--- config.mk ---
export PLATFORM = sky130hd
export DESIGN_NAME = gray_sampler
export DESIGN_NICKNAME = d
export VERILOG_FILES = /design/src/rtl/gray_pkg.sv /design/src/rtl/gray_sync.sv /design/src/rtl/gray_sampler.sv
export SDC_FILE = /design/constraint.sdc
export NUM_CORES = 1
export LEC_CHECK = 0
export ABC_CLOCK_PERIOD_IN_PS = 3470
export BUFFER_PORTS_ARGS = -buffer_cell sky130_fd_sc_hd__buf_2
export CELL_PAD_IN_SITES_DETAIL_PLACEMENT = 1
export CELL_PAD_IN_SITES_GLOBAL_PLACEMENT = 2
export CORE_MARGIN = 5
export CORE_UTILIZATION = 35
export DETAILED_ROUTE_END_ITERATION = 7
export PLACE_DENSITY = 0.82
export SLEW_MARGIN = 30
export SYNTH_ARGS = -nofsm -noshare
export SYNTH_HDL_FRONTEND = slang
export SYNTH_SLANG_ARGS = --single-unit
export TNS_END_PERCENT = 10
--- constraint.sdc ---
create_clock -name clk_i -period 3.47 [get_ports clk_i]
set_input_delay 0.1735 -clock clk_i [delete_from_list [all_inputs] [get_ports clk_i]]
set_output_delay 0.1735 -clock clk_i [all_outputs]
set_load 0.01 [all_outputs]
--- src/rtl/gray_pkg.sv ---
// Shared definitions for the Gray-code front-end blocks: sampler FSM states
// and a popcount helper used to measure Hamming distance between codes.
package gray_pkg;

  typedef enum logic [1:0] {
    ST_IDLE    = 2'd0,
    ST_ACQUIRE = 2'd1,
    ST_TRACK   = 2'd2
  } gray_state_t;

  // Callers zero-extend their code to 64 bits.
  function automatic int unsigned gray_weight(input logic [63:0] v);
    int unsigned n;
    n = 0;
    for (int i = 0; i < 64; i++) begin
      n = n + 32'(v[i]);
    end
    return n;
  endfunction

endpackage

--- src/rtl/gray_sync.sv ---
// WIDTH-bit two-flop synchronizer with synchronous active-high clear.
module gray_sync #(
  parameter int WIDTH = 8
) (
  input  logic             clk_i,
  input  logic             rst_i,
  input  logic [WIDTH-1:0] d_i,
  output logic [WIDTH-1:0] q_o
);

  logic [WIDTH-1:0] r_s1;
  logic [WIDTH-1:0] r_s2;

  always_ff @(posedge clk_i) begin
    if (rst_i) begin
      r_s1 <= '0;
      r_s2 <= '0;
    end else begin
      r_s1 <= d_i;
      r_s2 <= r_s1;
    end
  end

  assign q_o = r_s2;

endmodule

--- src/rtl/gray_sampler.sv ---
// Synchronises, samples and debounces an absolute-encoder Gray bus, publishing
// each qualified code with a one-cycle init strobe and a multi-bit-jump flag.
module gray_sampler
  import gray_pkg::*;
#(
  parameter int WIDTH      = 8,
  parameter int STABLE_CNT = 4,
  parameter int SAMPLE_DIV = 16
) (
  input  logic             clk_i,
  input  logic             rst_i,
  input  logic             en_i,
  input  logic [WIDTH-1:0] gray_i,
  output logic             init_o,
  output logic [WIDTH-1:0] data_o,
  output logic             err_o,
  output gray_state_t      state_o
);

  localparam int DIV_W = (SAMPLE_DIV > 1) ? $clog2(SAMPLE_DIV) : 1;
  localparam int CNT_W = $clog2(STABLE_CNT + 1);
  localparam logic [DIV_W-1:0] DIV_MAX = DIV_W'(SAMPLE_DIV - 1);
  localparam logic [DIV_W-1:0] DIV_ONE = DIV_W'(1);
  localparam logic [CNT_W-1:0] CNT_MAX = CNT_W'(STABLE_CNT);
  localparam logic [CNT_W-1:0] CNT_ONE = CNT_W'(1);

  logic [WIDTH-1:0] w_sync;
  logic             w_tick;
  logic             w_same;
  logic [CNT_W-1:0] w_cnt_next;
  logic             w_qualify;
  logic             w_multi;

  logic [DIV_W-1:0] r_div;
  logic [CNT_W-1:0] r_cnt;
  logic [WIDTH-1:0] r_cand;
  logic [WIDTH-1:0] r_data;
  logic             r_init;
  logic             r_err;
  gray_state_t      r_state;

  gray_sync #(.WIDTH(WIDTH)) u_sync (
    .clk_i (clk_i),
    .rst_i (rst_i),
    .d_i   (gray_i),
    .q_o   (w_sync)
  );

  always_ff @(posedge clk_i) begin
    if (rst_i || !en_i) begin
      r_div <= '0;
    end else if (w_tick) begin
      r_div <= '0;
    end else begin
      r_div <= r_div + DIV_ONE;
    end
  end

  assign w_tick = (r_div == DIV_MAX);

  // A saturated counter that sees the same code again must not re-qualify.
  always_comb begin
    w_same     = (w_sync == r_cand);
    w_cnt_next = CNT_ONE;
    if (w_same) begin
      w_cnt_next = (r_cnt == CNT_MAX) ? CNT_MAX : (r_cnt + CNT_ONE);
    end
    w_qualify = w_tick && (w_cnt_next == CNT_MAX) && !(w_same && (r_cnt == CNT_MAX));
    w_multi   = (gray_weight(64'(w_sync ^ r_data)) > 32'd1);
  end

  // init_o is a valid-only strobe: no ready exists, the consumer always accepts.
  always_ff @(posedge clk_i) begin
    if (rst_i) begin
      r_state <= ST_IDLE;
      r_cand  <= '0;
      r_cnt   <= '0;
      r_data  <= '0;
      r_init  <= 1'b0;
      r_err   <= 1'b0;
    end else begin
      r_init <= 1'b0;
      r_err  <= 1'b0;
      case (r_state)
        ST_IDLE: begin
          r_cand <= '0;
          r_cnt  <= '0;
          if (en_i) begin
            r_state <= ST_ACQUIRE;
          end
        end
        default: begin
          if (!en_i) begin
            r_state <= ST_IDLE;
            r_cand  <= '0;
            r_cnt   <= '0;
          end else if (w_tick) begin
            r_cand <= w_sync;
            r_cnt  <= w_cnt_next;
            if (w_qualify) begin
              if (r_state == ST_ACQUIRE) begin
                r_data  <= w_sync;
                r_init  <= 1'b1;
                r_state <= ST_TRACK;
              end else if (w_sync != r_data) begin
                r_data <= w_sync;
                r_init <= 1'b1;
                r_err  <= w_multi;
              end
            end
          end
        end
      endcase
    end
  end

  assign init_o  = r_init;
  assign data_o  = r_data;
  assign err_o   = r_err;
  assign state_o = r_state;

endmodule

==> impl_results.md, run 1 <==
- Seq cells post-synth: 43
- Leading area contributor after synthesis: dfxtp_1
- Synth Area in Simple Gates: 0.2156
- Reg-to-reg setup timing slack: 0.14 ns
- H-tree depth: 2
- P&R area growth vs syn: 16.35%
- Diodes inserted: 0
- Max Clk Rate: 300.2 MHz
- Max-Slew Margin vs Limit: 0.5426
- Core Region: 5172 um^2
- R2R Path Start: u_sync.q_o[3]
- Dpl cell area: 2076 um^2
- Final Hold Fails: 0
- DIE WIDTH: 83.64 um
- Clk sinks: 43
- Pre-CTS WS: 0.1055 ns
- XOR/XNOR share of the synthesized area: 0.08306
- Final setup TNS: 0 ns
- Post-synth top area share: 0.4535
- RSZ-0062 raised after global routing: false
- Multi-input logic area: 975.9 um^2
- Clock Skew: 0.004472 ns
- Pwr Density: 447.0 nW/um^2
- Die area: 6996 um^2
- Setup ws final: 0.1392 ns
- Num CTS Buffers: 5
- CP Capture Type: flip-flop
- Worst reg2reg endpoint: err_o
- Top sig layer: met4
- Worst vdd ir: 0.0002522 V
- Post-CTS Setup Bufs: 0
- Initial DRC Count: 50
- Initial Utilization: 0.3670
- Syn Std Cell Area: 1898 um^2
- Hold Slack: 0.08338 ns
- Die height: 83.64 um
- CTS max path bufs: 2
- Vias in the first global route: 1420
- Synth Area per Inst: 9.586 um^2
- Hold Path Cell Cnt: 2
- Max-slew violations: 0
- PortBufs: 22
- R2R cell count: 11
- Ys Warns: 0
- Worst Path Arrival: 3.51 ns
- Layout cells sized above 1: 0.1577
- Gr ovfl total: 0
- Vias: 1331
- Synth Area in Adders: 0.08833
- Antenna violations before repair: 0
- # rows: 26
- Metal3 WL: 132 um
- Syn nets: 220
- Setup violators final: 0
- Worst Hold Class: input port to flip-flop
- Largest net degree at the start of global routing: 34
- Distinct cells, synth: 30
- Mux share of post-synthesis cell area: 0.04219
- CTS resizes: 0
- First-pass GRT wire length: 6630 um
- GRT Resource Usage Total: 0.1209
- Compound-gate portion of the synthesized area: 0.07910
- Setup crit start kind: flip-flop
- Final cell count without fillers: 292
- Leak: 0.8347 nW
- CTS tree: yes
- Final Util: 0.4269
- CTS Hold Bufs: 0
- GP Congestion: 0.7060
- CP required: 3.65 ns
- Largest family of logic cells by synthesized area: simple AND/OR/NAND/NOR gates
- NumNets Final: 243
- Routed WL: 3823 um
- Hold Startpoint: gray_i[3]
- Top post-synthesis cells by area: dfxtp_1 (45%), xnor2_1 (7.4%), nand2b_1 (5.6%), nor2b_1 (5.6%), ha_1 (4.6%)
- M1 WL: 1808 um
- Total I/O pin count: 23
- Period minus WS final: 3.331 ns
- Fin area: 2208 um^2
- Root Driver: clkbuf_8
- Met2 wire len: 1836 um
- Final Cycle Share: 0.9599
- Hpwl dp: 2904 um
- Crit Path Class: flip-flop to flip-flop
- Max-cap violations: 0
- Drt first pass iters: 4
- Clock Latency Late Sink: 0.29 ns
- Drt drc: 0
- Post-Syn Instances: 198
- Sequential Area: 860.8 um^2
- WL/cell: 13.09 um
- Outcome: finished clean
- Post-synthesis sequential area ratio: 0.4535
- Clk slew on worst S/H paths: 0.09 ns
- Hold worst-path end: u_sync.r_s1[3]
- Fillers: 611
- Placed insts: 284
- Worst-margin pin slew: 0.6839 ns
- Max FO, Critical Path: 4
- Antenna Nets Post-Route: 0
- Overall power: 0.9871 mW
- Vias/cell: 4.558
## cell usage after synthesis
cell type and n:
dfxtp_1 43, nand2_1 22, nand2b_1 17, nor2b_1 17, xnor2_1 16, a21oi_1 12, inv_1 12, mux2i_1 8
ha_1 7, clkbuf_1 6, nor2_1 5, fa_1 4, nand3_1 4, a211oi_1 3, nand4_1 3, o21ai_0 3
and3_1 2, xor2_1 2, a2111oi_0 1, a211oi_4 1, and2_1 1, buf_2 1, nand3_2 1, nor3b_1 1
nor4_1 1, o211a_1 1, o21a_1 1, o22ai_1 1, or3_1 1, or4_1 1
## cell families after synthesis
logic type / after synthesis
AO/OA/AOI/OAI: 23
XOR/XNOR: 18
adder cells (fa/ha/maj): 11
buffers and inverters: 19
flip-flops: 43
multiplexers: 8
AND/OR/NAND/NOR: 76
## how the worst max path moves through the flow
stage,start,endpoint,depth (start not counted)
final,u_sync.q_o[3],err_o,11
after global routing,u_sync.q_o[3],err_o,11
after CTS,u_sync.q_o[0],err_o,11
after detailed placement,u_sync.q_o[0],err_o,11
after global placement,u_sync.q_o[0],err_o,11
after floorplan,data_o[1],err_o,11
## registers in the layout, indices dropped and copies added (netlist names)
name and flops:
init_o 1, r_div 4, u_sync.r_s1 8, data_o 8
r_cnt 3, u_sync.q_o 8, err_o 1, r_cand 8
state_o 2
## cell type report
| cell class | count | share of cell area |
|---|---|---|
| inverter | 12 | 0.02040 |
| sequential | 43 | 0.3898 |
| multi-input combinational | 136 | 0.4419 |
| clock inverter | 2 | 0.01756 |
| clock buffer | 6 | 0.03739 |
| timing repair buffer | 23 | 0.05326 |
| tap | 70 | 0.03966 |
## placed cells by master (no fill, tap or decap), drive strengths merged
cell type   n
nor2b      17
and3        2
nor3b       1
o21a        1
ha          7
a21oi      12
nor4        1
fa          4
nor2        5
o22ai       1
nand4       3
and2        1
clkbuf      6
or4         1
bufinv      1
nand3       5
mux2i       8
xnor2      16
o21ai       3
nand2      22
a2111oi     1
a211oi      4
o211a       1
nand2b     17
dfxtp      43
buf        23
xor2        2
or3         1
inv        13
## report_power, final
group | leakage (nW) | internal [mW] | switching (mW) | total [mW]
clock network | 0.0618 | 0.237 | 0.178 | 0.415
logic | 0.423 | 0.0286 | 0.0322 | 0.0609
registers | 0.350 | 0.503 | 0.00801 | 0.511
## metal layers
metal	up-vias	track usage
met2	22	0.2003
met4	0	0.04386
li1	685	-
met3	5	0.03751
met5	-	0
met1	619	0.1472
## critical path, stage by stage (launching register included)
cell       delay [ns]
dfxtp_1          0.36
xnor2_1          0.27
fa_1             0.49
fa_1             0.52
fa_1             0.41
inv_1            0.07
ha_1             0.16
inv_1            0.06
fa_1             0.35
inv_1            0.08
o22ai_1          0.07
a2111oi_0        0.38
Note: power is estimated with default switching activity, not from simulation.
==> inputs of run 2 (changes only) <==
--- a/config.mk
+++ b/config.mk
@@ -10,9 +10,10 @@
 export CELL_PAD_IN_SITES_DETAIL_PLACEMENT = 1
 export CELL_PAD_IN_SITES_GLOBAL_PLACEMENT = 2
 export CORE_MARGIN = 5
-export CORE_UTILIZATION = 35
+export CORE_UTILIZATION = 37
+export CTS_BUF_LIST = sky130_fd_sc_hd__clkbuf_2
 export DETAILED_ROUTE_END_ITERATION = 7
-export PLACE_DENSITY = 0.82
+export PLACE_DENSITY = 0.86
 export SLEW_MARGIN = 30
 export SYNTH_ARGS = -nofsm -noshare
 export SYNTH_HDL_FRONTEND = slang
==> run 2 against run 1 <==
  * Combinational power up 13%
  * Clock skew up 0.0048 ns
  * Register-to-register slack improved by 0.09 ns
  * Global-route usage up 1.1 points
  * Power down 13%
  * Critical path depth stayed put
  * Hold slack improved by 0.13 ns
  * Setup slack improved by 0.087 ns
  * Clock power down 33%
  * Count of clock-buffer cells in the layout decreased by 1
  * First-iteration DRC count is 12% lower
  * Cell count grew 2.7%
  * Highest routed layer unchanged
==> impl_results.md, run 2 (same netlist as run 1, synthesis figures left out) <==
- Setup ws final: 0.2259 ns (+0.08666 ns)
- P&R area growth vs syn: 18.00%
- Worst Hold Class: input port to flip-flop
- Crit Path Class: flip-flop to flip-flop
- Worst Path Arrival: 3.55 ns (+0.04 ns)
- Setup crit start kind: flip-flop
- Fillers: 593 (-2.9%)
- PortBufs: 22 (unchanged)
- Dpl cell area: 2076 um^2 (unchanged)
- Diodes inserted: 0 (unchanged)
- Clk sinks: 43 (unchanged)
- Num CTS Buffers: 5 (unchanged)
- Clock Skew: 0.009233 ns (+0.004760 ns)
- Fin area: 2240 um^2 (+1.4%)
- Total I/O pin count: 23 (unchanged)
- Initial DRC Count: 44 (-12%)
- Vias: 1411 (+6.0%)
- Period minus WS final: 3.244 ns (-0.08666 ns)
- NumNets Final: 251 (+3.3%)
- Largest net degree at the start of global routing: 34 (unchanged)
- Vias/cell: 4.703 (+3.2%)
- Leak: 0.8485 nW (+1.7%)
- H-tree depth: 2 (unchanged)
- Max-Slew Margin vs Limit: 0.5890 (+0.04640)
- Commonest cells after routing, fill and taps aside: dfxtp_1 (43), nand2_1 (22), buf_2 (22)
- GP Congestion: 0.7469 (+5.8%)
- Final Cycle Share: 0.9349 (-0.02498)
- Most common cell after layout, fill and taps aside: dfxtp_1
- Die area: 6663 um^2 (-4.8%)
- Vias in the first global route: 1414 (-0.42%)
- Max Clk Rate: 308.3 MHz (+2.7%)
- Die height: 81.63 um (-2.4%)
- CTS max path bufs: 2 (unchanged)
- # rows: 26 (unchanged)
- Worst-margin pin slew: 0.6145 ns (-0.06939 ns)
- CP required: 3.78 ns (+0.13 ns)
- Max-cap violations: 0 (unchanged)
- Routed WL: 4050 um (+5.9%)
- Gr ovfl total: 0 (unchanged)
- Antenna Nets Post-Route: 0 (unchanged)
- Pwr Density: 384.5 nW/um^2 (-14%)
- Clock Latency Late Sink: 0.39 ns (+0.10 ns)
- Layout cells sized above 1: 0.1522 (-0.005484)
- Drt first pass iters: 3 (-1)
- First-pass GRT wire length: 6596 um (-0.51%)
- Pre-CTS WS: 0.1509 ns (+0.04537 ns)
- Final setup TNS: 0 ns (unchanged)
- Outcome: finished clean
- Setup violators final: 0 (unchanged)
- Core Region: 5042 um^2 (-2.5%)
- Antenna violations before repair: 0 (unchanged)
- RSZ-0062 raised after global routing: false
- Worst vdd ir: 0.0002370 V (-6.0%)
- Final Hold Fails: 0 (unchanged)
- CP Capture Type: flip-flop
- Hpwl dp: 2890 um (-0.50%)
- Post-CTS Setup Bufs: 0 (unchanged)
- Max FO, Critical Path: 4 (unchanged)
- Root Driver: clkbuf_2
- Clk slew on worst S/H paths: 0.21 ns (+0.12 ns)
- GRT Resource Usage Total: 0.1324 (+0.01148)
- Max-slew violations: 0 (unchanged)
- Initial Utilization: 0.3764 (+0.009470)
- WL/cell: 13.50 um (+3.1%)
- Drt drc: 0 (unchanged)
- CTS tree: yes
- Hold Slack: 0.2115 ns (+0.1282 ns)
- DIE WIDTH: 81.63 um (-2.4%)
## run 2: what timing repair did
item,in CTS,in global routing
hold buffers,8,0
endpoints found under the hold margin,8,0
setup endpoints to repair,0,1
gates resized for setup,0,3
## run 2: stage by stage
step / total power [mW] / util / std cells
after floorplan: 0.5647 / - / 198
after global placement: 0.5823 / 0.4117 / 284
after detailed placement: 0.5849 / 0.4117 / 284
after CTS: 0.8698 / 0.4402 / 300
after global routing: 0.9045 / 0.4442 / 300
final: 0.8611 / 0.4442 / 300
## run 2: final cells by class
class / instances / area (um^2) / share of cell area
multi-input cells: 136 / 984.7 / 0.4397
clock inverters: 3 / 38.79 / 0.01732
flip-flops and latches: 43 / 860.8 / 0.3844
inverters: 12 / 45.04 / 0.02011
well taps: 70 / 87.58 / 0.03911
clock buffers: 5 / 25.02 / 0.01117
repair buffers: 31 / 197.7 / 0.08827
## run 2: routing by layer
layer | vias to the layer above | global-route usage | wire (um)
li1 | 704 | - | -
met1 | 681 | 0.1588 | 1783
met2 | 22 | 0.2305 | 2070
met3 | 4 | 0.03618 | 151
met4 | 0 | 0.03987 | 44
met5 | - | 0 | 0
## run 2: power by group
| group | leakage (nW) | internal [mW] | switching (mW) | total, mW |
|---|---|---|---|---|
| Combinational | 0.458 | 0.0348 | 0.0342 | 0.0689 |
| Sequential | 0.350 | 0.505 | 0.00831 | 0.514 |
| Clock | 0.0404 | 0.119 | 0.160 | 0.279 |
| Total | 0.849 | 0.659 | 0.203 | 0.861 |
## run 2: worst max-delay path: stages (launching register included)
cell	delay (ns)
dfxtp_1	0.49
xnor2_2	0.16
fa_1	0.46
fa_1	0.51
fa_1	0.40
inv_1	0.06
ha_1	0.15
inv_1	0.05
fa_1	0.35
inv_1	0.08
o22ai_1	0.07
a2111oi_1	0.36
## run 2: final timing paths
| path | depth (start not counted) | to | startpoint | slack (ns) |
|---|---|---|---|---|
| setup reg to reg | 11 | err_o | u_sync.q_o[1] | 0.23 |
| hold reg to reg | 1 | u_sync.q_o[5] | u_sync.r_s1[5] | 0.46 |
| hold / removal | 3 | state_o[1] | en_i | 0.21 |
| setup / recovery | 11 | err_o | u_sync.q_o[1] | 0.23 |
